**src/rtl/fnorm_round_seq.sv**
```systemverilog
// -----------------------------------------------------------------------------
// fnorm_round_seq
//
// Multi-cycle normalize / round / pack stage that sits directly behind the
// add/sub datapath. It accepts an unnormalized result (sign, biased exponent
// already incremented by one, 32-bit magnitude with the implicit one at
// bit 30), left-shifts the magnitude until bit 31 is set, rounds half-up at
// bit 7 and emits a packed IEEE-754 single. One operation is in flight at a
// time. Both sides use a valid/ready handshake.
//
// Parameters:
//   SHIFT_MAX  maximum left-shift distance per NORM cycle (1..31)
//
// Optional feature (compile-time macro):
//   FNORM_SAT_EN  when defined, the final exponent saturates: exp >= 255
//                 packs +/-INF and exp <= 0 packs +/-0. When undefined,
//                 exp[7:0] is packed as-is (wraps).
//
// Ports:
//   clk        rising-edge clock
//   rst_n      asynchronous active-low reset
//   in_valid   operand valid
//   in_ready   block can accept an operand (state == IDLE)
//   in_sign    result sign
//   in_exp     biased exponent plus one, two's complement
//   in_frac    unnormalized magnitude
//   out_valid  out_float valid (state == DONE)
//   out_ready  consumer accepts out_float
//   out_float  packed result {sign, exp[7:0], frac[22:0]}
// -----------------------------------------------------------------------------
module fnorm_round_seq #(
  parameter int SHIFT_MAX = 1
) (
  input  logic        clk,
  input  logic        rst_n,
  input  logic        in_valid,
  output logic        in_ready,
  input  logic        in_sign,
  input  logic [31:0] in_exp,
  input  logic [31:0] in_frac,
  output logic        out_valid,
  input  logic        out_ready,
  output logic [31:0] out_float
);

  typedef enum logic [1:0] {IDLE, NORM, ROUND, DONE} state_e;

  localparam logic [5:0] SHIFT_W = 6'(SHIFT_MAX);

  state_e      state_q, state_d;
  logic        sign_q, sign_d;
  logic [31:0] exp_q, exp_d;
  logic [31:0] frac_q, frac_d;
  logic [31:0] out_float_q, out_float_d;

  logic [5:0]  lz;
  logic [5:0]  shamt;
  logic [24:0] rnd;
  logic [31:0] rounded;

  // Leading-zero count; returns 32 for an all-zero input. Scanning upward
  // lets the highest set bit win.
  function automatic logic [5:0] lzc(input logic [31:0] v);
    lzc = 6'd32;
    for (int i = 0; i < 32; i++) begin
      if (v[i]) lzc = 6'(31 - i);
    end
  endfunction

  // Shift distance for this NORM cycle: never past bit 31, never more than
  // the per-cycle shifter width.
  assign lz    = lzc(frac_q);
  assign shamt = (lz > SHIFT_W) ? SHIFT_W : lz;

  // Half-up rounding at bit 7; the 25th bit catches the mantissa carry.
  assign rnd = {1'b0, frac_q[31:8]} + 25'(frac_q[7]);

`ifdef FNORM_SAT_EN
  logic [31:0] rexp;
  assign rexp = exp_q + 32'(rnd[24]);

  always_comb begin
    if ($signed(rexp) >= 32'sd255) begin
      rounded = {sign_q, 8'hFF, 23'h0};
    end else if ($signed(rexp) <= 32'sd0) begin
      rounded = {sign_q, 31'h0};
    end else begin
      // On a carry the mantissa is 1.000..., so r >> 1 is just r[23:1].
      rounded = {sign_q, rexp[7:0], (rnd[24] ? rnd[23:1] : rnd[22:0])};
    end
  end
`else
  logic [7:0] rexp;
  assign rexp    = exp_q[7:0] + 8'(rnd[24]);
  assign rounded = {sign_q, rexp, (rnd[24] ? rnd[23:1] : rnd[22:0])};
`endif

  // State register.
  // NOTE: sequential state uses non-blocking assignments so every register
  // samples the pre-edge value of every other register.
  always_ff @(posedge clk or negedge rst_n) begin
    if (!rst_n) state_q <= IDLE;
    else        state_q <= state_d;
  end

  // Datapath registers; reset discards any in-flight operation.
  always_ff @(posedge clk or negedge rst_n) begin
    if (!rst_n) begin
      sign_q      <= 1'b0;
      exp_q       <= '0;
      frac_q      <= '0;
      out_float_q <= '0;
    end else begin
      sign_q      <= sign_d;
      exp_q       <= exp_d;
      frac_q      <= frac_d;
      out_float_q <= out_float_d;
    end
  end

  // Next-state and datapath next values.
  always_comb begin
    // NOTE: every target gets a hold default first, so no path through the
    // case below can leave one unassigned and infer a latch.
    state_d     = state_q;
    sign_d      = sign_q;
    exp_d       = exp_q;
    frac_d      = frac_q;
    out_float_d = out_float_q;

    unique case (state_q)
      IDLE: begin
        if (in_valid) begin
          sign_d  = in_sign;
          exp_d   = in_exp;
          frac_d  = in_frac;
          state_d = NORM;
        end
      end
      NORM: begin
        if (frac_q == 32'h0) begin
          // Zero magnitude packs +0 regardless of sign.
          out_float_d = 32'h0;
          state_d     = DONE;
        end else if (frac_q[31]) begin
          state_d = ROUND;
        end else begin
          frac_d = frac_q << shamt;
          exp_d  = exp_q - {26'h0, shamt};
        end
      end
      ROUND: begin
        out_float_d = rounded;
        state_d     = DONE;
      end
      DONE: begin
        if (out_ready) state_d = IDLE;
      end
      default: state_d = IDLE;
    endcase
  end

  // Outputs.
  always_comb begin
    in_ready  = (state_q == IDLE);
    out_valid = (state_q == DONE);
    out_float = out_float_q;
  end

endmodule

```
**config.mk**
```make
export PLATFORM = sky130hd
export DESIGN_NAME = fnorm_round_seq
export DESIGN_NICKNAME = d
export VERILOG_FILES = /design/src/rtl/fnorm_round_seq.sv
export SDC_FILE = /design/constraint.sdc
export NUM_CORES = 1
export LEC_CHECK = 0
export ABC_AREA = 1
export ABC_CLOCK_PERIOD_IN_PS = 4300
export CAP_MARGIN = 15
export CORE_MARGIN = 8
export CORE_UTILIZATION = 40
export DETAILED_ROUTE_END_ITERATION = 10
export DONT_BUFFER_PORTS = 1
export HOLD_SLACK_MARGIN = 0.03
export PLACE_DENSITY = 0.6
export SYNTH_ARGS = -nofsm -noshare
export SYNTH_HDL_FRONTEND = slang
export SYNTH_SLANG_ARGS = --single-unit
```
**constraint.sdc**
```tcl
create_clock -name clk -period 4.3 [get_ports clk]
set_clock_uncertainty 0.15 [all_clocks]
set_input_delay 0.86 -clock clk [delete_from_list [all_inputs] [get_ports clk]]
set_output_delay 0.86 -clock clk [all_outputs]
set_load 0.01 [all_outputs]
```
==> Yosys cells after proc, flatten, opt, wreduce, memory -nomap -nowiden <==
Index checks and enable logic that the tools add are counted.
{ "classes": {"addsub": 3, "order_cmp": 1, "eq_ne": 9, "n_shift": 1, "muxes": 49, "n_reduce_logical": 9} }
{ "ops": {"columns": ["operator", "count"], "rows": [
  ["$mux W32", 7],
  ["$mux W6", 33],
  ["$pmux W32 S2", 3],
  ["$logic_not A32 Y1", 1],
  ["$shl A32 B6 Y32", 1],
  ["$sub A32 B6 Y32", 1],
  ["$add A24 B1 Y25", 1],
  ["$mux W23", 1],
  ["$add A8 B1 Y8", 1],
  ["$mux W2", 4],
  ["$ne A2 B2 Y1 const B", 4],
  ["$pmux W2 S4", 1],
  ["$gt A6 B1 Y1 const B", 1],
  ["$reduce_and A3 Y1", 2],
  ["$eq A2 B2 Y1 const B", 2],
  ["$reduce_and A2 Y1", 2],
  ["$reduce_and A4 Y1", 1],
  ["$reduce_bool A2 Y1", 2],
  ["$ne A3 B3 Y1 const B", 1],
  ["$eq A2 B1 Y1 const B", 1],
  ["$logic_not A2 Y1", 1],
  ["$ne A2 B1 Y1 const B", 1]
]} }
{ "word_totals": {"register_bits": 99, "output_inout_bits": 34, "elab_cells": 78} }

==> Longest topological paths before layout <==
Gate-level depths: netlist of run 1.
{ "depth": {"ltp_word": 38, "mapped_depth": 19} }

==> Least setup slack after synthesis of run 1 <==
No wires, ideal clock.
{ "synth_path": {"path_type": "reg-to-reg", "from": "register frac_q[7]", "to": "register out_float_q[30] (netlist: out_float[30])", "t_arrival_ns": 2.630, "required_ns": 4.033, "setup_slack_ns": 1.404, "path_stages_with_launch": 19, "path_buffers": 0, "cell_sequence": "dfrtp_1 -> ha_1 -> ha_1 -> nand3_1 -> nor2_1 -> nand2_1 -> nor2_2 -> nand4_1 -> nor3_2 -> nand3_1 -> nor3b_1 -> ha_1 -> nand3_1 -> nand3b_1 -> nand3b_1 -> xor2_1 -> nor2_1 -> nand2_1 -> nand2_1"} }
{ "synth_via": {"elab_chain_len": 3, "elab_cells_between_ends": 6, "cone_classes": "2 x add/sub; 1 x eq/ne; 1 x mux; 2 x reduce/logical"} }
{ "synth_lines": {"columns": ["element", "line_no", "source"], "rows": [
  ["start: declaration", "53", "logic [31:0] frac_q, frac_d;"],
  ["start signal: assignment", "116", "frac_q <= frac_d;"],
  ["$add A24 B1 Y25 / $logic_not A32 Y1 (equally long branches)", "76, 141", null],
  ["$add A8 B1 Y8 / $ne A2 B2 Y1 (equally long branches)", null, null],
  ["$pmux W32 S2 / $reduce_and A2 Y1 (equally long branches)", null, null],
  ["end signal: assignment", "117", "out_float_q <= out_float_d;"],
  ["end: declaration", "54", "logic [31:0] out_float_q, out_float_d;"]
]} }
Parallel ways exist; a longest one is shown, timed or not.
A chain may end at the register's enable or synchronous reset.

==> Worst setup path after layout of run 1 <==
Ends and elaborated chain as after synthesis.

==> qor.txt, run 1 <==
initial DRC count - 326
final WL - 12.43 mm
reg-to-reg critical path startpoint - frac_q[7]
WL/cell - 15.52 µm
internal reg-to-reg setup slack - 990 ps
combinational share of power - 41.5%
Core ar. - 0.01152 mm²
clock sinks - 75
Initial Util - 41.15%
GRT Total Usage - 16.56%
post-synthesis sequential area ratio - 39.61%
Filler Cell Count - 1209
RSZ-0062 raised after global routing - false
PwrDens - 781.1 mW/mm²
Arrival @ worst endpoint - 3390 ps
GP Congestion - 0.7999
postcts setup bufs - 0
vias - 4191
Post-Syn Area - 0.004738 mm²
antenna-violating nets left - 0
CP Data Required Time - 4380 ps
NumNets Final - 738
final cycle utilization of the critical path - 77.03%
Crit. End Element - flip-flop
Warnings, synthesis - 0
die width - 124.8 µm
first-pass GRT wire length - 21.19 mm
r2r worst-path depth - 18
CTS tree - done
switching power total - 1.840 mW
CP max-delay cell - dfrtp_1
Min-Delay Path Class - primary input to asynchronous set/reset pin
top-area cell type share of the netlist area - 39.61%
largest net degree at the start of global routing - 76
via/cell ratio - 5.232
Setup TNS Final - 0 ps
Synth area leader - dfrtp_1
Clk pwr share - 22.9%
port buffer count - 0
VDD IR-drop max - 671.5 µV
crit path kind - flip-flop to flip-flop
slew margin rel. - 48.75%
gr ovfl total - 0
Critical Path, Cell by Cell - ha_1 > ha_1 > nand3_1 > nor2_1 > nand2_1 > nor2_2 > nand4_1 > nor3_2 > nand3_1 > nor3b_1 > ha_1 > nand3_1 > nand3b_1 > nand3b_1 > xor2_1 > nor2_1 > nand2_1 > nand2_1
synth top area cells - dfrtp_1 (40%), nand2_1 (21%), nand3_1 (7.5%)
Critical Path Start Type - flip-flop
ant diodes - 0
internal power - 2.186 mW
Worst Max-Slew Pin Slew - 766.0 ps
initial antenna violation count - 0
insertion delay to the later sink of the worst-skew pair - 340 ps
die area - 0.01559 mm²
CP peak stage delay - 400 ps
share of cells above drive strength 1 - 6.535%
sw frac - 45.70%
# setup viols final - 0
post-CTS resize count - 0
fmax - 301.9 MHz
Slew Viols, Final - 0
share of power burned in registers - 35.6%
CTS Root Cell - clkbuf_16
worst-path fanout max - 4
Core Rows - 39
hold buffers post-CTS - 0
Distinct cells, synth - 35
Fin. Hold Viols - 0
DR pass1 iterations - 5
CP bufs+invs - 0
FF/Latch Area - 0.001877 mm²
clk slew on worst S/H paths - 60 ps
Pleak - 2.685 nW
drt drc - 0
status - completed
max cap viols - 0
Max clock buf depth - 2
multi-input combinational cell area - 0.002532 mm²
Synth Instances - 670
post-DP HPWL - 8.940 mm
syn avg cell area - 7.072 µm²
CTS buffer count - 9
H-tree depth - 3
synthesis-stage register bit count - 75
chip height - 124.8 µm
Crit path max-delay family - simple AND/OR/NAND/NOR gates
Tmin final - 3312 ps
reg2reg end - out_float[30]
Power Total - 4.025 mW
vias in the first global route - 4143
Layout Area Growth over Synthesis - 8.767%
io pins - 103
-- stage by stage --
| stage | area [µm²] | hold slack (ps) | cells | util, % | worst slack (ps) |
|---|---|---|---|---|---|
| after floorplan | 4753 | 314.5 | 674 | - | 1404 |
| after global placement | 4791 | 331.9 | 786 | 41.60 | 1007 |
| after detailed placement | 4791 | 337.7 | 786 | 41.60 | 932.8 |
| after CTS | 5154 | 51.31 | 801 | 44.75 | 939.7 |
| after global routing | 5154 | 46.61 | 801 | 44.75 | 629.9 |
| final | 5154 | 65.21 | 801 | 44.75 | 987.9 |
-- state kept, by name, summed over array words and instances (netlist names) --
| signal | flops |
|---|---|
| frac_q | 32 |
| out_float | 32 |
| exp_q | 8 |
| state_q | 2 |
| sign_q | 1 |
-- metal layers --
layer	track usage [%]	wire length [µm]	vias up
met5	0	0	-
met4	3.438	89	0
met3	5.736	979	8
met2	25.74	5648	116
met1	21.72	5714	1964
li1	-	-	2103
-- cells in the final DEF, fill, tap and decap left out, drive strengths merged --
cell type | netlist | routed
nand2 | 273 | 273
o22ai | 2 | 2
clkinv | 0 | 1
clkbuf | 20 | 9
nand4 | 12 | 12
mux2 | 1 | 1
xnor2 | 1 | 1
xor2 | 25 | 25
fa | 1 | 1
nor2 | 48 | 48
a21oi | 7 | 7
bufinv | 0 | 4
nor3b | 1 | 1
o21ai | 31 | 31
ha | 14 | 14
buf | 16 | 5
a211oi | 4 | 4
nand3 | 72 | 72
nor4 | 4 | 4
inv | 44 | 45
nand3b | 2 | 2
nor3 | 14 | 14
dfrtp | 75 | 75
conb | 2 | 6
a22o | 1 | 1
-- how the worst max path moves through the flow --
| stage | startpoint | endpoint | slack [ps] | depth (start not counted) |
|---|---|---|---|---|
| 6_report | frac_q[7] | out_float[30] | 990 | 18 |
| 5_1_grt | frac_q[7] | out_float[30] | 630 | 18 |
| 4_1_cts | frac_q[7] | out_float[30] | 940 | 18 |
| 3_5_place_dp | frac_q[7] | out_float[30] | 930 | 18 |
| 3_3_place_gp | frac_q[7] | out_float[30] | 1010 | 18 |
| 2_1_floorplan | frac_q[7] | out_float[30] | 1400 | 18 |
-- cell families after synthesis --
family | share of synthesized area (%)
AOI/OAI and AO/OA | 5.096
xor gates and xnor gates | 4.806
adders and majority gates | 4.119
buffers and inverters | 7.341
DFF | 39.61
muxes | 0.2376
other | 0.1585
and+or+nand+nor | 38.63
-- cell usage after synthesis --
| master | count |
|---|---|
| nand2_1 | 270 |
| dfrtp_1 | 75 |
| nand3_1 | 71 |
| nor2_1 | 42 |
| inv_1 | 38 |
| o21ai_0 | 30 |
| xor2_1 | 25 |
| clkbuf_1 | 20 |
| ha_1 | 14 |
| buf_2 | 11 |
| nand4_1 | 11 |
| nor3_1 | 11 |
| a21oi_1 | 7 |
| inv_2 | 6 |
| nor2_2 | 5 |
| a211oi_1 | 4 |
| buf_6 | 4 |
| nand2_2 | 3 |
| nor4_1 | 3 |
| conb_1 | 2 |
| nand3b_1 | 2 |
| nor3_4 | 2 |
| o22ai_1 | 2 |
| a22o_1 | 1 |
| buf_4 | 1 |
| fa_1 | 1 |
| mux2_2 | 1 |
| nand3_2 | 1 |
| nand4_2 | 1 |
| nor2_4 | 1 |
| nor3_2 | 1 |
| nor3b_1 | 1 |
| nor4_2 | 1 |
| o21ai_1 | 1 |
| xnor2_1 | 1 |
-- power groups by stage --
stage               clock network (mW)  logic (mW)  registers [mW]
global placement                     0        1.63            1.43
floorplan                            0        1.41            1.31
detailed placement                   0        1.67            1.44
CTS                              0.942        1.68            1.44
global route                     0.971        1.94            1.49
finish                           0.922        1.67            1.43
-- final cells by class --
class,count,area share [%]
tap,143,3.472
clock inverter,6,2.671
inverter,44,3.205
sequential,75,36.42
multi-input combinational,519,49.14
timing repair buffer,5,0.7283
clock buffer,9,4.370
Note: power is estimated with default switching activity, not from simulation.
==> run 2: changes to the inputs <==
- ABC_CLOCK_PERIOD_IN_PS: 4300 -> 3300
- clock period: 4.3 -> 3.3 ns (I/O delays scaled with it)
==> qor.txt, run 2 (same netlist as run 1, synthesis figures left out) <==
share of cells above drive strength 1 - 9.552% (+3.0 points)
first-pass GRT wire length - 20.86 mm (-1.6%)
clk slew on worst S/H paths - 60 ps (about the same)
# setup viols final - 0 (unchanged)
Core Rows - 39 (unchanged)
Core ar. - 0.01152 mm² (unchanged)
Crit. End Element - flip-flop
VDD IR-drop max - 619.6 µV (-7.7%)
io pins - 103 (unchanged)
switching power total - 2.466 mW (+34%)
status - completed
RSZ-0062 raised after global routing - true
ant diodes - 0 (unchanged)
DR WL met2 - 5.658 mm (+0.18%)
crit path kind - flip-flop to flip-flop
CTS tree - done
Final Util - 45.96% (+1.2 points)
slew margin rel. - 61.51% (+13 points)
Fin. Hold Viols - 0 (unchanged)
internal reg-to-reg setup slack - 120 ps (-870 ps)
Pleak - 2.717 nW (+1.2%)
final cycle utilization of the critical path - 96.44% (+19 points)
Max clock buf depth - 2 (unchanged)
Tmin final - 3183 ps (-129.5 ps)
PwrDens - 989.0 mW/mm² (+27%)
Arrival @ worst endpoint - 3260 ps (-130 ps)
r2r worst-path depth - 18 (unchanged)
dpl ws - 45.68 ps (-887.1 ps)
DR top layer - met4
final design area excluding fillers - 0.005293 mm² (+2.7%)
largest net degree at the start of global routing - 76 (unchanged)
Setup TNS Final - 0 ps (unchanged)
CP max-delay cell - dfrtp_1
max cap viols - 0 (unchanged)
final WL - 12.64 mm (+1.7%)
WL/cell - 15.54 µm (+0.16%)
NumNets Final - 749 (+1.5%)
DP Area - 0.004856 mm² (+1.4%)
drt drc - 0 (unchanged)
initial DRC count - 227 (-30%)
reg2reg end - out_float[30]
vias in the first global route - 3974 (-4.1%)
CP Data Required Time - 3380 ps (-1000 ps)
chip height - 124.8 µm (unchanged)
vias - 4146 (-1.1%)
gr ovfl total - 0 (unchanged)
combinational share of power - 44.0% (+2.5 points)
DR pass1 iterations - 4 (-1)
CP peak stage delay - 400 ps (about the same)
via/cell ratio - 5.100 (-2.5%)
clock sinks - 75 (unchanged)
Clk pwr share - 20.1% (-2.8 points)
initial antenna violation count - 0 (unchanged)
Worst Max-Slew Pin Slew - 576.7 ps (-189.3 ps)
port buffer count - 0 (unchanged)
sw frac - 47.12% (+1.4 points)
internal power - 2.768 mW (+27%)
most common cell after layout, fill and taps aside - nand2_1
worst-path fanout max - 4 (unchanged)
CTS Root Cell - clkbuf_16
insertion delay to the later sink of the worst-skew pair - 330 ps (about the same)
share of power burned in registers - 35.9% (+0.3 points)
Slew Viols, Final - 0 (unchanged)
fmax - 314.2 MHz (+4.1%)
Critical Path Start Type - flip-flop
antenna-violating nets left - 0 (unchanged)
final worst slack - 117.4 ps (-870.5 ps)
die area - 0.01559 mm² (unchanged)
GRT Total Usage - 16.30% (-0.25 points)
Critical Path, Cell by Cell - ha_2 > ha_4 > nand3_4 > nor2_4 > nand2_2 > nor2_4 > nand4_1 > nor3_2 > nand3_1 > nor3b_2 > ha_2 > nand3_2 > nand3b_1 > nand3b_1 > xor2_1 > nor2_1 > nand2_1 > nand2_1
H-tree depth - 3 (unchanged)
GP Congestion - 0.8202 (+2.5%)
M1 WL - 5.950 mm (+4.1%)
routed wl met3 - 882 µm (-9.9%)
reg-to-reg critical path startpoint - frac_q[8]
leading cell types in the layout, fill and taps excluded - nand2_1 (269), dfrtp_1 (75), nand3_1 (69)
hold slack - 59.13 ps (-6.081 ps)
post-DP HPWL - 9.204 mm (+2.9%)
Layout Area Growth over Synthesis - 11.70%
die width - 124.8 µm (unchanged)
Initial Util - 41.15% (unchanged)
Min-Delay Path Class - primary input to asynchronous set/reset pin
CTS buffer count - 9 (unchanged)
[run 2: final cells by class]
class | count | area [µm²]
Fill cell | 1213 | 6223
Clock buffer | 10 | 229.0
Timing Repair Buffer | 16 | 152.6
Sequential cell | 75 | 1877
Inverter | 44 | 165.2
Tap cell | 143 | 178.9
Clock inverter | 6 | 90.09
Multi-Input combinational cell | 519 | 2600
[run 2: worst max path at each step]
| stage | startpoint | end | slack [ps] | depth (start not counted) |
|---|---|---|---|---|
| 2_1_floorplan | frac_q[7] | out_float[30] | 400 | 18 |
| 3_3_place_gp | frac_q[8] | out_float[30] | 130 | 18 |
| 3_5_place_dp | frac_q[8] | out_float[30] | 50 | 18 |
| 4_1_cts | frac_q[8] | out_float[30] | 50 | 18 |
| 5_1_grt | frac_q[8] | out_float[30] | -70 | 18 |
| 6_report | frac_q[8] | out_float[30] | 120 | 18 |
[run 2: per-layer routing]
metal | global-route usage, % | vias to the layer above
li1 | - | 2126
met1 | 21.51 | 1903
met2 | 24.97 | 107
met3 | 6.122 | 10
met4 | 3.080 | 0
met5 | 0 | -
[run 2: power groups by stage]
stage                     combinational (mW)  clock, mW  sequential [mW]
final                                   2.30       1.05             1.88
after global placement                  2.19          0             1.86
after detailed placement                2.24          0             1.88
after CTS                               2.27       1.07             1.87
after global routing                    2.66       1.12             1.95
after floorplan                         1.84          0             1.70
[run 2: metrics by stage]
| stage | cells | total power [mW] |
|---|---|---|
| after floorplan | 674 | 3.540 |
| after CTS | 810 | 5.212 |
| after global placement | 793 | 4.049 |
| final | 813 | 5.234 |
| after detailed placement | 793 | 4.121 |
| after global routing | 813 | 5.727 |
[run 2: what timing repair did]
action,4_1_cts,5_1_grt
setup endpoints to repair,0,4
hold endpoints to repair,75,0
resized for setup,0,15
hold buffers,1,0
setup buffers,0,3
[run 2: worst max-delay path, delay by kind of cell (launching register included)]
kind,cells,cell delay [ps]
XOR/XNOR,1,140
adder cells (fa/ha/maj),3,610
AND/OR/NAND/NOR,14,1790
flip-flops,1,400
==> run 3: changes to the inputs <==
- CORE_MARGIN: 8 -> unset
==> qor.txt, run 3 (same netlist as run 1, synthesis figures left out) <==
Post-Place Cells - 794 (+0.13%)
CTS buffer count - 9 (unchanged)
dpl ws - 51.72 ps (+6.047 ps)
largest net degree at the start of global routing - 76 (unchanged)
initial DRC count - 350 (+54%)
antenna-violating nets left - 0 (unchanged)
CP Data Required Time - 3380 ps (about the same)
first-pass GRT wire length - 19.80 mm (-5.1%)
most common cell after layout, fill and taps aside - nand2_1
crit path kind - flip-flop to flip-flop
FF/Latch Area - 0.001877 mm² (unchanged)
die area - 0.01229 mm² (-21%)
# setup viols final - 0 (unchanged)
GP Congestion - 0.8129 (-0.89%)
Fin. Hold Viols - 0 (unchanged)
initial antenna violation count - 0 (unchanged)
RSZ-0062 raised after global routing - true
CP max-delay cell - dfrtp_1
CTS tree - done
max cap viols - 0 (unchanged)
internal reg-to-reg setup slack - 170 ps (+50 ps)
Power Total - 5.379 mW (+2.8%)
WL/cell - 14.76 µm (-5.1%)
reg-to-reg critical path startpoint - frac_q[8]
VDD IR-drop max - 984.4 µV (+59%)
final worst slack - 166.6 ps (+49.21 ps)
clk slew on worst S/H paths - 70 ps (about the same)
Worst Max-Slew Pin Slew - 579.4 ps (+2.713 ps)
status - completed
insertion delay to the later sink of the worst-skew pair - 340 ps (about the same)
Arrival @ worst endpoint - 3210 ps (-50 ps)
final cycle utilization of the critical path - 94.95% (-1.5 points)
Tmin final - 3133 ps (-49.21 ps)
leading cell types in the layout, fill and taps excluded - nand2_1 (269), dfrtp_1 (75), nand3_1 (69)
Pleak - 2.749 nW (+1.2%)
Min-Delay Path Class - primary input to asynchronous set/reset pin
PwrDens - 1008 mW/mm² (+1.9%)
Initial Util - 41.32% (+0.18 points)
Crit path max-delay family - simple AND/OR/NAND/NOR gates
multi-input combinational cell area - 0.002587 mm² (-0.48%)
chip height - 110.8 µm (-11%)
H-tree depth - 3 (unchanged)
drt drc - 0 (unchanged)
DR pass1 iterations - 4 (unchanged)
Core ar. - 0.01147 mm² (-0.42%)
Filler Cell Count - 1146 (-5.5%)
CP bufs+invs - 0 (unchanged)
Non-Filler Instances - 814 (+0.12%)
fmax - 319.1 MHz (+1.6%)
Setup TNS Final - 0 ps (unchanged)
Slew Viols, Final - 0 (unchanged)
Max clock buf depth - 2 (unchanged)
post-DP HPWL - 8.501 mm (-7.6%)
vias in the first global route - 3960 (-0.35%)
clock sinks - 75 (unchanged)
worst-path fanout max - 2 (-2)
share of cells above drive strength 1 - 9.389% (-0.16 points)
GRT Total Usage - 20.06% (+3.8 points)
Layout Area Growth over Synthesis - 12.60%
Critical Path Start Type - flip-flop
CTS Root Cell - clkbuf_16
final WL - 12.01 mm (-5.0%)
Crit. End Element - flip-flop
via/cell ratio - 5.091 (-0.17%)
vias - 4144 (-0.048%)
Core Rows - 39 (unchanged)
gr ovfl total - 0 (unchanged)
hold slack - 63.76 ps (+4.632 ps)
Critical Path, Cell by Cell - ha_2 > ha_4 > nand3_4 > nor2_4 > nand2_2 > nor2_4 > nand4_1 > nor3_2 > nand3_1 > nor3b_2 > ha_2 > nand3_2 > nand3b_1 > nand3b_1 > xor2_1 > nor2_1 > nand2_1 > nand2_1
slew margin rel. - 61.33% (-0.18 points)
r2r worst-path depth - 18 (unchanged)
die width - 110.8 µm (-11%)
reg2reg end - out_float[30]
io pins - 103 (unchanged)
ant diodes - 0 (unchanged)
port buffer count - 0 (unchanged)
CP peak stage delay - 360 ps (-40 ps)
NumNets Final - 750 (+0.13%)
run 3: cell types whose count changed in the layout (fill, tap and decap cells not counted), sizes merged:
cell / before / now
bufinv: 2 / 4
buf: 16 / 17
clkinv: 3 / 2
clkinvlp: 1 / 0
run 3: area by class of cell:
class,instances,share of cell area [%]
multi-input combinational,519,48.50
timing repair buffer,17,3.002
sequential,75,35.18
clock inverter,6,2.580
clock buffer,10,4.292
tap,143,3.354
inverter,44,3.096
run 3: report_power, final:
group | internal (mW) | switching (mW)
clock network | 0.818 | 0.398
registers | 1.34 | 0.528
logic | 0.775 | 1.52
total | 2.93 | 2.45
run 3: worst reg2reg max path, stage by stage (launching register included):
cell	delay [ps]
dfrtp_1	360
ha_2	210
ha_4	150
nand3_4	90
nor2_4	140
nand2_2	80
nor2_4	120
nand4_1	100
nor3_2	240
nand3_1	140
nor3b_2	240
ha_2	220
nand3_2	80
nand3b_1	180
nand3b_1	180
xor2_1	160
nor2_1	50
nand2_1	90
nand2_1	50
run 3: worst max path at each step:
stage	from	cells after the start	to
after floorplan	frac_q[7]	18	out_float[30]
after global placement	frac_q[8]	18	out_float[30]
after detailed placement	frac_q[7]	18	out_float[30]
after CTS	frac_q[7]	18	out_float[30]
after global routing	frac_q[8]	18	out_float[30]
final	frac_q[8]	18	out_float[30]
run 3: repair_timing:
item                                    4_1_cts  5_1_grt
endpoints found under the setup margin        0        4
hold buffers                                  1        0
hold endpoints to repair                     75        0
setup buffers                                 0        3
gates resized for setup                       0       12
run 3: layer usage:
| metal | share of wire [%] | track usage (%) | up-vias |
|---|---|---|---|
| met2 | 45 | 30.56 | 109 |
| met3 | 6.2 | 5.358 | 14 |
| li1 | - | - | 2118 |
| met1 | 47 | 27.79 | 1903 |
| met4 | 1.4 | 6.133 | 0 |
| met5 | 0 | 0 | - |
run 3: stage by stage:
| stage | util (%) | area [µm²] |
|---|---|---|
| after global routing | 46.52 | 5335 |
| after floorplan | - | 4753 |
| final | 46.52 | 5335 |
| after CTS | 45.85 | 5258 |
| after detailed placement | 42.41 | 4863 |
| after global placement | 42.41 | 4863 |
